--- src/rtl/bcd_addsub_serial.sv ---
// ---------------------------------------------------------------------------
// bcd_addsub_serial
//   Digit-serial packed-BCD adder/subtractor. One BCD digit is processed per
//   clock, least-significant digit first, with valid/ready handshakes on the
//   operand side and on the result side.
//
// Parameters
//   DIGITS     number of BCD digits per operand (>= 1)
//
// Ports
//   clk        system clock, rising edge
//   rst_n      asynchronous active-low reset
//   in_valid   operands present
//   in_ready   block can accept operands (high only while idle)
//   mode       0 = add (a+b+cin), 1 = subtract (a-b-cin)
//   a, b       packed BCD operands, digit 0 in [3:0]
//   cin        carry-in (add) or borrow-in (sub)
//   out_valid  result available (high only while done)
//   out_ready  consumer accepts result
//   result     packed BCD sum / difference
//   cout       final carry-out (add) or borrow-out (sub)
//   invalid    some operand digit was greater than 9 (sticky per operation)
//   neg        (SIGN_MAG_EN only) difference was negative, result holds
//              its magnitude
//
// Build option
//   SIGN_MAG_EN  when defined, a negative difference is converted to
//                sign/magnitude form by an extra serial pass (state FIX).
//                Otherwise it is left as its ten's complement with cout=1.
// ---------------------------------------------------------------------------
module bcd_addsub_serial #(
    parameter int DIGITS = 4
) (
    input  logic                  clk,
    input  logic                  rst_n,
    input  logic                  in_valid,
    output logic                  in_ready,
    input  logic                  mode,
    input  logic [4*DIGITS-1:0]   a,
    input  logic [4*DIGITS-1:0]   b,
    input  logic                  cin,
    output logic                  out_valid,
    input  logic                  out_ready,
    output logic [4*DIGITS-1:0]   result,
    output logic                  cout,
    output logic                  invalid
`ifdef SIGN_MAG_EN
    ,
    output logic                  neg
`endif
);

    localparam int IW = (DIGITS > 1) ? $clog2(DIGITS) : 1;
    localparam logic [IW-1:0] LAST_IDX = IW'(DIGITS - 1);
    localparam logic [IW-1:0] ONE_IDX  = IW'(1);

    localparam logic [1:0] S_IDLE = 2'd0;
    localparam logic [1:0] S_CALC = 2'd1;
    localparam logic [1:0] S_DONE = 2'd2;
`ifdef SIGN_MAG_EN
    localparam logic [1:0] S_FIX  = 2'd3;
`endif

    // One BCD digit add: returns {carry, digit}.
    function automatic logic [4:0] bcd_add_digit(input logic [3:0] ad,
                                                 input logic [3:0] bd,
                                                 input logic       c);
        logic [4:0] s;
        s = {1'b0, ad} + {1'b0, bd} + {4'd0, c};
        if (s > 5'd9) begin
            bcd_add_digit = {1'b1, s[3:0] + 4'd6};
        end else begin
            bcd_add_digit = {1'b0, s[3:0]};
        end
    endfunction

    // One BCD digit subtract: returns {borrow, digit}. The 5-bit difference
    // is two's complement, so bit 4 set means it went negative.
    function automatic logic [4:0] bcd_sub_digit(input logic [3:0] ad,
                                                 input logic [3:0] bd,
                                                 input logic       c);
        logic [4:0] d;
        d = {1'b0, ad} - {1'b0, bd} - {4'd0, c};
        if (d[4]) begin
            bcd_sub_digit = {1'b1, d[3:0] + 4'd10};
        end else begin
            bcd_sub_digit = {1'b0, d[3:0]};
        end
    endfunction

    logic [1:0]            r_state;
    logic [IW-1:0]         r_idx;
    logic                  r_c;
    logic                  r_mode;
    logic [4*DIGITS-1:0]   r_a;
    logic [4*DIGITS-1:0]   r_b;
    logic [4*DIGITS-1:0]   r_result;
    logic                  r_cout;
    logic                  r_invalid;
`ifdef SIGN_MAG_EN
    logic                  r_neg;
`endif

    logic                  w_fix;
    logic [3:0]            w_ad;
    logic [3:0]            w_bd;
    logic [4:0]            w_step;
    logic                  w_bad_digit;

`ifdef SIGN_MAG_EN
    assign w_fix = (r_state == S_FIX);
`else
    assign w_fix = 1'b0;
`endif

    // Digit operand selection: the FIX pass computes 0 - result in place.
    always_comb begin
        w_ad        = 4'd0;
        w_bd        = 4'd0;
        w_step      = 5'd0;
        w_bad_digit = 1'b0;
        if (w_fix) begin
            w_ad = 4'd0;
            w_bd = r_result[r_idx*32'd4 +: 4];
        end else begin
            w_ad = r_a[r_idx*32'd4 +: 4];
            w_bd = r_b[r_idx*32'd4 +: 4];
        end
        if (w_fix || r_mode) begin
            w_step = bcd_sub_digit(w_ad, w_bd, r_c);
        end else begin
            w_step = bcd_add_digit(w_ad, w_bd, r_c);
        end
        if ((w_ad > 4'd9) || (w_bd > 4'd9)) begin
            w_bad_digit = 1'b1;
        end else begin
            w_bad_digit = 1'b0;
        end
    end

    // Control FSM and serial datapath registers.
    always_ff @(posedge clk or negedge rst_n) begin
        if (!rst_n) begin
            r_state   <= S_IDLE;
            r_idx     <= '0;
            r_c       <= 1'b0;
            r_mode    <= 1'b0;
            r_a       <= '0;
            r_b       <= '0;
            r_result  <= '0;
            r_cout    <= 1'b0;
            r_invalid <= 1'b0;
`ifdef SIGN_MAG_EN
            r_neg     <= 1'b0;
`endif
        end else begin
            case (r_state)
                S_IDLE: begin
                    if (in_valid) begin
                        r_a       <= a;
                        r_b       <= b;
                        r_mode    <= mode;
                        r_c       <= cin;
                        r_idx     <= '0;
                        r_invalid <= 1'b0;
                        r_result  <= '0;
`ifdef SIGN_MAG_EN
                        r_neg     <= 1'b0;
`endif
                        r_state   <= S_CALC;
                    end
                end
                S_CALC: begin
                    r_result[r_idx*32'd4 +: 4] <= w_step[3:0];
                    r_c <= w_step[4];
                    if (w_bad_digit) begin
                        r_invalid <= 1'b1;
                    end
                    if (r_idx == LAST_IDX) begin
                        r_cout <= w_step[4];
                        r_idx  <= '0;
`ifdef SIGN_MAG_EN
                        // Negative difference: second pass takes the magnitude.
                        if (r_mode && w_step[4]) begin
                            r_c     <= 1'b0;
                            r_state <= S_FIX;
                        end else begin
                            r_state <= S_DONE;
                        end
`else
                        r_state <= S_DONE;
`endif
                    end else begin
                        r_idx <= r_idx + ONE_IDX;
                    end
                end
`ifdef SIGN_MAG_EN
                S_FIX: begin
                    r_result[r_idx*32'd4 +: 4] <= w_step[3:0];
                    r_c <= w_step[4];
                    if (r_idx == LAST_IDX) begin
                        r_idx   <= '0;
                        r_neg   <= 1'b1;
                        r_state <= S_DONE;
                    end else begin
                        r_idx <= r_idx + ONE_IDX;
                    end
                end
`endif
                S_DONE: begin
                    if (out_ready) begin
                        r_state <= S_IDLE;
                    end
                end
                default: begin
                    r_state <= S_IDLE;
                end
            endcase
        end
    end

    assign in_ready  = (r_state == S_IDLE);
    assign out_valid = (r_state == S_DONE);
    assign result    = r_result;
    assign cout      = r_cout;
    assign invalid   = r_invalid;
`ifdef SIGN_MAG_EN
    assign neg       = r_neg;
`endif

endmodule

--- config.mk ---
export PLATFORM = sky130hd
export DESIGN_NAME = bcd_addsub_serial
export DESIGN_NICKNAME = d
export VERILOG_FILES = /design/src/rtl/bcd_addsub_serial.sv
export SDC_FILE = /design/constraint.sdc
export NUM_CORES = 1
export LEC_CHECK = 0
export CORE_MARGIN = 2
export CORE_UTILIZATION = 40
export CTS_CLUSTER_SIZE = 40
export DETAILED_ROUTE_END_ITERATION = 8
export GPL_ROUTABILITY_DRIVEN = 0
export GPL_TIMING_DRIVEN = 0
export PLACE_DENSITY = 0.7
export SETUP_SLACK_MARGIN = 0.02
export SYNTH_ARGS = -nofsm -noshare
export SYNTH_HDL_FRONTEND = slang
export SYNTH_SLANG_ARGS = --single-unit
--- constraint.sdc ---
create_clock -name clk -period 5.3 [get_ports clk]
set_input_delay 1.06 -clock clk [delete_from_list [all_inputs] [get_ports clk]]
set_output_delay 1.06 -clock clk [all_outputs]
set_load 0.02 [all_outputs]
==> run metrics, run 1 <==
Setup crit end result[5]$_DFFE_PN0P_; CTS root buf sky130_fd_sc_hd__clkbuf_8; most used standard cell by instance count after synthesis sky130_fd_sc_hd__nand2_1; depth of the worst register-to-register path 14; worst endpoint data arrival time roughly 4.3 ns; Worst Path Required between 5 and 6 ns; final sum of negative setup slack 0 ns; Clk pin slew, worst setup/hold paths around 0.10 ns; post-cts sizing count 0; placeable core region a little over 7000 µm²; WL final around 6.4 mm; endpoints failing setup 0; row count 31; number of buffers inserted by port buffering 57; number of vias after detailed routing about 2300; Detailed Routing Iterations Pass 1 4; path type of the worst min-delay path flop to flop; horizontal extent of the die 89.7 µm; instance count along the most critical hold path 2; worst rel slew slack 61.3%; synth warn 0; number of violations reported at the end of detailed-routing iteration 0 100; number of diodes 0; startpoint of the most critical register-to-register path r_idx[0]$_DFFE_PN0P_; clock latency on the worst-skew pair just over 0.3 ns; Post-Synthesis Cells 300; H-Tree Level Count 2; TritonCTS clock tree built; sum of overflow across all layers after global routing 0; HPWL after detailed placement 4.95 mm; CP Capture Type flop; post-route fraction of the period consumed by the critical path approximately 76%; area of the die 8050 µm²; Hold-fix buffers, CTS 0; min Tclk post-route between 4 and 5 ns; layout cells sized above 1 5.75%; Area contributors post-synth sky130_fd_sc_hd__dfrtp_1 (48%), sky130_fd_sc_hd__nand2_1 (14%), sky130_fd_sc_hd__mux4_2 (6.1%); number of unique standard cell types used by synthesis 44; critical path peak fanout 10; starting density of the core between 40% and 50%; Vert. Die Dim 89.7 µm; area of the multi-input gates between 1000 and 1500 µm²; setup repair after global routing missed its margin false; sequential cell area fraction in the yosys report about 48%; worst reg2reg path endpoint result[5]$_DFFE_PN0P_; post-synthesis sequential element count between 50 and 60; via density per instance between 4 and 5; DRT antenna net count 0; DR WL/cell approximately 14 µm; dominant register cell in the synthesized netlist sky130_fd_sc_hd__dfrtp_1; Worst Tran Pin Value slightly below 0.6 ns; result of the run complete, no violations; startpoint type of the worst setup path flop; via count of the first global-routing pass between 2000 and 2500; count of flip-flops with a built-in enable after synthesis 0; beginning of the critical path r_idx[0]$_DFFE_PN0P_; final slew viol count 0; io pins 58; post-synthesis cell area around 2900 µm²; proportion of synthesized flip-flops having asynchronous set or reset 100%; syn_nets 355; Layout area overhead 26.9%; Yosys top cell by area sky130_fd_sc_hd__dfrtp_1; Layout Skew roughly 0.0067 ns; share of the synthesized area in the top cell type a little under half; global-route wire length before repair about 11 mm; classification of the worst setup path flop to flop; number of antenna violations at the first check in global routing 0; Post CTS Setup Buffer Count 0; fill cell instance count of the final layout 659; total routing resource utilization after global routing between 10% and 20%; CTS Buf Count 5; Residual DRC 0; syn_area_per_cell ~9.8 µm²; number of violations of the max-capacitance limit 0; CTS max path bufs 2; Clock Sinks between 50 and 60; most common library cells after synthesis sky130_fd_sc_hd__nand2_1 (106), sky130_fd_sc_hd__dfrtp_1 (56), sky130_fd_sc_hd__inv_1 (17), sky130_fd_sc_hd__ha_1 (13), sky130_fd_sc_hd__a22o_1 (12); register area between 1000 and 1500 µm²; timing-limited maximum frequency between 200 and 250 MHz; reg-to-reg slack, setup 1.26 ns; final number of hold-violating endpoints 0; maximum number of pins on one net before global-route repair 39; # nets final 420
worst min-delay path by stage:
| stage | from | endpoint |
|---|---|---|
| 2_1_floorplan | r_a[10]$_DFFE_PN0P_ | r_a[10]$_DFFE_PN0P_ |
| 3_3_place_gp | r_a[12]$_DFFE_PN0P_ | r_a[12]$_DFFE_PN0P_ |
| 3_5_place_dp | r_a[12]$_DFFE_PN0P_ | r_a[12]$_DFFE_PN0P_ |
| 4_1_cts | r_a[12]$_DFFE_PN0P_ | r_a[12]$_DFFE_PN0P_ |
| 5_1_grt | r_b[5]$_DFFE_PN0P_ | r_b[5]$_DFFE_PN0P_ |
| 6_report | r_a[12]$_DFFE_PN0P_ | r_a[12]$_DFFE_PN0P_ |
cell usage in the layout, fill, tap and decap left out, drive strengths merged, types with 2 or more instances in the layout:
master           n
nand2          106
dfrtp           56
clkdlybuf4s50   56
inv             18
ha              13
clkbuf          13
a22o            12
a21oi           11
o21ai           11
mux4             8
nand2b           6
buf              6
nor2             5
a32o             4
fa               4
or3              3
xnor2            3
a21o             3
nor2b            2
mux2i            2
o31ai            2
and4             2
and2             2
metal layers:
metal / share of wire, % / up-vias / track usage (%)
met3: 3.7 / 8 / 2.77
li1: - / 1146 / -
met5: 0 / - / 0
met4: 1.5 / 0 / 5.26
met2: 49 / 53 / 28.9
met1: 46 / 1105 / 21.7
registers in the layout, summed over array words and instances (netlist names):
| register | flops |
|---|---|
| r_c | 1 |
| r_mode | 1 |
| r_idx | 2 |
| r_state | 2 |
| r_b | 16 |
| cout | 1 |
| invalid | 1 |
| result | 16 |
| r_a | 16 |
through the flow:
stage / area (µm²) / hold slack [ns] / worst slack, ns / util, % / cells
global route: 3730 / 0.510 / 1.04 / 52.0 / 464
global placement: 3630 / 0.454 / 1.32 / 50.6 / 456
floorplan: 2940 / 0.440 / 1.62 / - / 300
CTS: 3730 / 0.481 / 1.23 / 52.0 / 464
finish: 3730 / 0.479 / 1.26 / 52.0 / 464
detailed placement: 3650 / 0.459 / 1.25 / 50.8 / 457
cells by family after synthesis:
kind of cell,after synthesis,synth area share [%]
compound gates,54,13.3
xor+xnor,4,1.19
buf+inv,28,3.87
mux,10,6.81
simple gates,131,18.9
flops,56,47.7
fa+ha+maj,17,8.26
worst max-delay path, stage by stage, from the launching register on:
cell,delay (ns)
sky130_fd_sc_hd__dfrtp_1,0.41
sky130_fd_sc_hd__buf_6,0.15
sky130_fd_sc_hd__buf_2,0.26
sky130_fd_sc_hd__mux4_2,0.60
sky130_fd_sc_hd__fa_1,0.46
sky130_fd_sc_hd__fa_1,0.42
sky130_fd_sc_hd__xnor2_1,0.20
sky130_fd_sc_hd__inv_1,0.10
sky130_fd_sc_hd__ha_1,0.20
sky130_fd_sc_hd__inv_1,0.06
sky130_fd_sc_hd__o22ai_2,0.16
sky130_fd_sc_hd__a21oi_1,0.08
sky130_fd_sc_hd__or3_1,0.31
sky130_fd_sc_hd__a31o_2,0.29
sky130_fd_sc_hd__a22o_1,0.22
cell type report:
class                      count  share of cell area (%)
tap                           99                    3.32
buffer                        11                    1.34
clock inverter                 1                   0.235
sequential                    56                    37.6
inverter                      17                    1.71
timing repair buffer          58                    15.7
clock buffer                   6                    1.95
multi-input combinational    216                    38.2
Power of run 1 is not shown: default switching activity piles up to over one toggle a cycle in this logic, so the estimate is an artifact.
==> inputs of run 2 (changes only) <==
--- a/config.mk
+++ b/config.mk
@@ -11,7 +11,7 @@
 export DETAILED_ROUTE_END_ITERATION = 8
 export GPL_ROUTABILITY_DRIVEN = 0
 export GPL_TIMING_DRIVEN = 0
-export PLACE_DENSITY = 0.7
+export PLACE_DENSITY = 0.73
 export SETUP_SLACK_MARGIN = 0.02
 export SYNTH_ARGS = -nofsm -noshare
 export SYNTH_HDL_FRONTEND = slang
==> constraint.sdc (replaced) <==
create_clock -name clk -period 3.6 [get_ports clk]
set_input_delay 0.72 -clock clk [delete_from_list [all_inputs] [get_ports clk]]
set_output_delay 0.72 -clock clk [all_outputs]
set_load 0.02 [all_outputs]
==> run 2 against run 1 <==
Against the previous run:
- final cell count rose by 4.3%
- wire length rose by 7.2%
- sequential cell count did not move
- highest routed layer unchanged
- critical path type unchanged
- worst hold slack got worse by 0.075 ns
==> run metrics, run 2 (same netlist as run 1, synthesis figures left out) <==
Setup crit end result[7]$_DFFE_PN0P_; Vert. Die Dim 89.7 µm (unchanged); H-Tree Level Count 2 (unchanged); worst rel slew slack 61.5% (+0.25 points); CTS Buf Count 5 (unchanged); worst endpoint data arrival time 3.70 ns (-0.55 ns); area of the die 8050 µm² (unchanged); path length in cells of the critical path 13 (-1); starting density of the core 41.0% (unchanged); placeable core region 7180 µm² (unchanged); number of diodes 0 (unchanged); via count of the first global-routing pass 2490 (+6.0%); Clk pin slew, worst setup/hold paths 0.10 ns (about the same); number of violations reported at the end of detailed-routing iteration 0 117 (+17%); # nets final 440 (+4.8%); final number of hold-violating endpoints 0 (unchanged); via density per instance 5.03 (+1.0%); worst reg2reg path endpoint result[7]$_DFFE_PN0P_; post-route fraction of the period consumed by the critical path 97.2% (+21 points); CP Capture Type flop; critical path peak fanout 4 (-6); DR WL/cell 14.1 µm (+2.8%); classification of the worst setup path flop to flop; clock latency on the worst-skew pair 0.31 ns (about the same); setup repair after global routing missed its margin true; depth of the worst register-to-register path 13 (-1); CTS max path bufs 2 (unchanged); maximum number of pins on one net before global-route repair 33 (-15%); dominant delay contributor by cell family on the critical path adder cells; DRT antenna net count 0 (unchanged); startpoint type of the worst setup path flop; total routing resource utilization after global routing 17.1% (+0.43 points); beginning of the critical path r_idx[0]$_DFFE_PN0P_; horizontal extent of the die 89.7 µm (unchanged); Worst Path Required 3.81 ns (-1.70 ns); result of the run complete, no violations; Layout Skew 0.00674 ns (+0.0000379 ns); reg-to-reg slack, setup 0.10 ns (-1.16 ns); area of the multi-input gates 1500 µm² (+5.5%); layout cells sized above 1 15.1% (+9.3 points); number of vias after detailed routing 2436 (+5.4%); cell with the largest stage delay on the worst path sky130_fd_sc_hd__mux4_2; fill cell instance count of the final layout 631 (-4.2%); CTS root buf sky130_fd_sc_hd__clkbuf_8; startpoint of the most critical register-to-register path r_idx[0]$_DFFE_PN0P_; detailed route wirelength on metal2 3.48 mm (+12%); io pins 58 (unchanged); global-route wire length before repair 11.3 mm (+2.6%); number of violations of the max-capacitance limit 0 (unchanged); Buf/Inv on CP 2 (-2); Layout area overhead 35.1%; number of buffers inserted by port buffering 57 (unchanged); Detailed Routing Iterations Pass 1 4 (unchanged); number of antenna violations at the first check in global routing 0 (unchanged); path type of the worst min-delay path input port to async pin; min Tclk post-route 3.50 ns (-0.540 ns); WL final 6.82 mm (+7.2%); register area 1400 µm² (unchanged); Residual DRC 0 (unchanged); most common cell after layout, fill and taps aside sky130_fd_sc_hd__nand2_1; endpoints failing setup 0 (unchanged); Worst Tran Pin Value 0.577 ns (-0.00371 ns); sum of overflow across all layers after global routing 0 (unchanged); crit path cell chain buf_6 -> buf_8 -> mux4_2 -> fa_2 -> fa_2 -> xor2_2 -> ha_2 -> or3_4 -> a21oi_2 -> a221oi_2 -> xnor2_1 -> a21oi_2 -> a22o_1; timing-limited maximum frequency 286 MHz (+15%); final core occ 55.3% (+3.3 points); routed wl met3 310 µm (+33%); row count 31 (unchanged); final slew viol count 0 (unchanged); Met1 Routed Length 2.96 mm (+0.82%); most frequent cells in the layout sky130_fd_sc_hd__nand2_1 (106), sky130_fd_sc_hd__dfrtp_1 (56), sky130_fd_sc_hd__clkdlybuf4s50_1 (56), sky130_fd_sc_hd__buf_4 (20), sky130_fd_sc_hd__inv_1 (14); Worst path max stage delay 0.55 ns (-0.05 ns); HPWL after detailed placement 4.95 mm (about the same); Clock Sinks 56 (unchanged); TritonCTS clock tree built; Max Used Layer met4
## run 2: changes by cell type in the layout (fill, tap and decap cells not counted), sizes merged
cell,previous run,this run
buf,6,26
## run 2: cell type report
type,instances,area share (%)
Buffer,11,1.54
Clock buffer,6,1.83
Clock inverter,1,0.221
Inverter,17,1.61
Multi-Input combinational cell,216,37.9
Sequential cell,56,35.3
Tap cell,99,3.12
Timing Repair Buffer,78,18.5
## run 2: worst min-delay path by stage
| stage | startpoint | endpoint | cells past startpoint |
|---|---|---|---|
| 2_1_floorplan | rst_n | cout$_DFFE_PN0P_ | 0 |
| 3_3_place_gp | r_b[1]$_DFFE_PN0P_ | r_b[1]$_DFFE_PN0P_ | 2 |
| 3_5_place_dp | r_b[15]$_DFFE_PN0P_ | r_b[15]$_DFFE_PN0P_ | 2 |
| 4_1_cts | rst_n | result[9]$_DFFE_PN0P_ | 1 |
| 5_1_grt | rst_n | result[11]$_DFFE_PN0P_ | 1 |
| 6_report | rst_n | r_idx[1]$_DFFE_PN0P_ | 1 |
## run 2: what timing repair did
action,CTS,global route
pin swaps,8,17
hold buffers,0,0
endpoints found under the setup margin,14,14
resized for setup,10,11
setup buffers,14,6
## run 2: metal layers
| metal | vias to the layer above | track usage, % |
|---|---|---|
| met3 | 6 | 3.02 |
| li1 | 1191 | - |
| met4 | 0 | 6.03 |
| met1 | 1166 | 20.8 |
| met2 | 73 | 30.7 |
| met5 | - | 0 |
## run 2: stage by stage
step | hold slack (ns) | instance area, µm² | TNS, ns | setup slack (ns) | cells
global placement | 0.453 | 3640 | -1.91 | -0.241 | 456
floorplan | 0.424 | 2940 | 0 | 0.0309 | 300
CTS | 0.420 | 3880 | 0 | 0.0144 | 478
global route | 0.430 | 3970 | -0.140 | -0.0195 | 484
detailed placement | 0.457 | 3650 | -2.25 | -0.262 | 457
finish | 0.403 | 3970 | 0 | 0.100 | 484
Power of run 2 is left out for the same reason.
==> inputs of run 3 (changes only) <==
--- a/config.mk
+++ b/config.mk
@@ -13,6 +13,7 @@
 export GPL_TIMING_DRIVEN = 0
 export PLACE_DENSITY = 0.73
 export SETUP_SLACK_MARGIN = 0.02
+export SLEW_MARGIN = 20
 export SYNTH_ARGS = -nofsm -noshare
 export SYNTH_HDL_FRONTEND = slang
 export SYNTH_SLANG_ARGS = --single-unit
==> run 3 against run 2 <==
Against the previous run:
- final cell count down 0.83%
- wire length up 0.32%
- core utilization down 0.70 points
- sequential cell count unchanged
- global-route usage down 0.051 points
- worst hold slack better by 0.042 ns
- die area unchanged
- clock skew up 0.00095 ns
- first-iteration DRC count up 18%
- setup slack better by 0.026 ns
- non-clock buffer count down 4
- via count up 0.82%
- critical path type unchanged
==> run metrics, run 3 (same netlist as run 1, synthesis figures left out) <==
Layout area overhead 33.4%; # nets final 436 (-0.91%); row count 31 (unchanged); clock latency on the worst-skew pair 0.31 ns (about the same); Vert. Die Dim 89.7 µm (unchanged); maximum number of pins on one net before global-route repair 57 (+73%); Clk pin slew, worst setup/hold paths 0.10 ns (about the same); DRT antenna net count 0 (unchanged); timing-limited maximum frequency 288 MHz (+0.75%); cell with the most instances on the worst path sky130_fd_sc_hd__fa_2; CP Capture Type flop; number of vias after detailed routing 2456 (+0.82%); number of violations reported at the end of detailed-routing iteration 0 138 (+18%); startpoint type of the worst setup path flop; global-route wire length before repair 11.3 mm (unchanged); number of diodes 0 (unchanged); io pins 58 (unchanged); via density per instance 5.12 (+1.7%); sum of overflow across all layers after global routing 0 (unchanged); layout cells sized above 1 13.6% (-1.4 points); starting density of the core 41.0% (unchanged); final number of hold-violating endpoints 0 (unchanged); cell with the largest stage delay on the worst path sky130_fd_sc_hd__mux4_2; DR WL/cell 14.3 µm (+1.2%); number of violations of the max-capacitance limit 0 (unchanged); critical path peak fanout 5 (+1); Worst Tran Pin Value 0.699 ns (+0.122 ns); result of the run complete, no violations; Clock Sinks 56 (unchanged); Residual DRC 0 (unchanged); CTS Buf Count 5 (unchanged); worst endpoint data arrival time 3.68 ns (-0.02 ns); placeable core region 7180 µm² (unchanged); via count of the first global-routing pass 2460 (-1.2%); setup repair after global routing missed its margin false; post-route fraction of the period consumed by the critical path 96.5% (-0.73 points); endpoints failing setup 0 (unchanged); Worst path max stage delay 0.56 ns (about the same); number of antenna violations at the first check in global routing 0 (unchanged); classification of the worst setup path flop to flop; min Tclk post-route 3.47 ns (-0.0262 ns); CTS root buf sky130_fd_sc_hd__clkbuf_8; HPWL after detailed placement 4.88 mm (-1.6%); path type of the worst min-delay path input port to async pin; total routing resource utilization after global routing 17.1% (-0.051 points); horizontal extent of the die 89.7 µm (unchanged); most frequent cells in the layout sky130_fd_sc_hd__nand2_1 (106), sky130_fd_sc_hd__dfrtp_1 (56), sky130_fd_sc_hd__clkdlybuf4s50_1 (56), sky130_fd_sc_hd__buf_4 (19), sky130_fd_sc_hd__inv_1 (15); depth of the worst register-to-register path 13 (unchanged); final core occ 54.6% (-0.70 points); worst rel slew slack 53.4% (-8.2 points); number of buffers inserted by port buffering 57 (unchanged); CTS max path bufs 2 (unchanged); most common cell after layout, fill and taps aside sky130_fd_sc_hd__nand2_1; final slew viol count 0 (unchanged); crit path cell chain buf_6 -> mux4_2 -> fa_2 -> fa_2 -> xnor2_2 -> inv_2 -> ha_4 -> inv_4 -> o22ai_4 -> a21oi_2 -> or3_1 -> a31o_4 -> a22o_1; area of the die 8050 µm² (unchanged); Detailed Routing Iterations Pass 1 4 (unchanged); H-Tree Level Count 2 (unchanged); Worst Path Required 3.81 ns (about the same); TritonCTS clock tree built; WL final 6.85 mm (+0.32%); Layout Skew 0.00769 ns (+0.000947 ns)
[run 3: cell count changes in the layout (fill, tap and decap cells not counted), sizes merged]
cell and delta:
clkbuf -1, buf -3
[run 3: final timing paths]
path	startpoint	endpoint	slack (ns)
worst max-delay path	r_idx[0]$_DFFE_PN0P_	result[1]$_DFFE_PN0P_	0.13
worst min-delay path	rst_n	result[2]$_DFFE_PN0P_	0.45
worst max register to register	r_idx[0]$_DFFE_PN0P_	result[1]$_DFFE_PN0P_	0.13
worst min register to register	r_a[12]$_DFFE_PN0P_	r_a[12]$_DFFE_PN0P_	0.48
max in group asynchronous	rst_n	r_state[1]$_DFFE_PN0P_	2.68
min in group clk	r_a[12]$_DFFE_PN0P_	r_a[12]$_DFFE_PN0P_	0.48
[run 3: stage by stage]
step	cells	setup TNS (ns)	hold slack (ns)	setup slack (ns)	cell area (µm²)
detailed placement	456	-2.44	0.458	-0.273	3640
global placement	456	-1.91	0.453	-0.241	3640
floorplan	300	0	0.424	0.0309	2940
global route	480	0	0.498	0.00722	3920
finish	480	0	0.445	0.127	3920
CTS	477	0	0.479	0.0226	3860
[run 3: area by class of cell]
class / count / area [µm²]
clock inverters: 1 / 8.76
repair buffers: 75 / 703
multi-input cells: 216 / 1500
plain buffers: 10 / 46.3
inverters: 17 / 66.3
well taps: 99 / 124
fillers: 649 / 3260
flip-flops and latches: 56 / 1400
clock buffers: 6 / 72.6
[run 3: what timing repair did]
action / 4_1_cts / 5_1_grt
gates resized for setup: 10 / 11
hold buffers: 0 / 0
endpoints found under the setup margin: 14 / 14
buffers inserted: 14 / 4
pin swaps: 8 / 15
[run 3: per-layer routing]
metal / vias to the layer above / routed length [µm] / track usage [%]
met3: 11 / 318 / 3.27
met1: 1190 / 2960 / 21.7
met5: - / 0 / 0
met2: 77 / 3490 / 30.3
met4: 0 / 82 / 4.23
li1: 1178 / - / -
[run 3: worst max-delay path: cells and delay by family (launching register included)]
family	cells	cell delay (ns)
compound gates	4	0.68
simple gates	1	0.33
mux	1	0.56
xor+xnor	1	0.17
buf+inv	3	0.29
flops	1	0.38
fa+ha+maj	3	0.96
Power of run 3 is left out for the same reason.
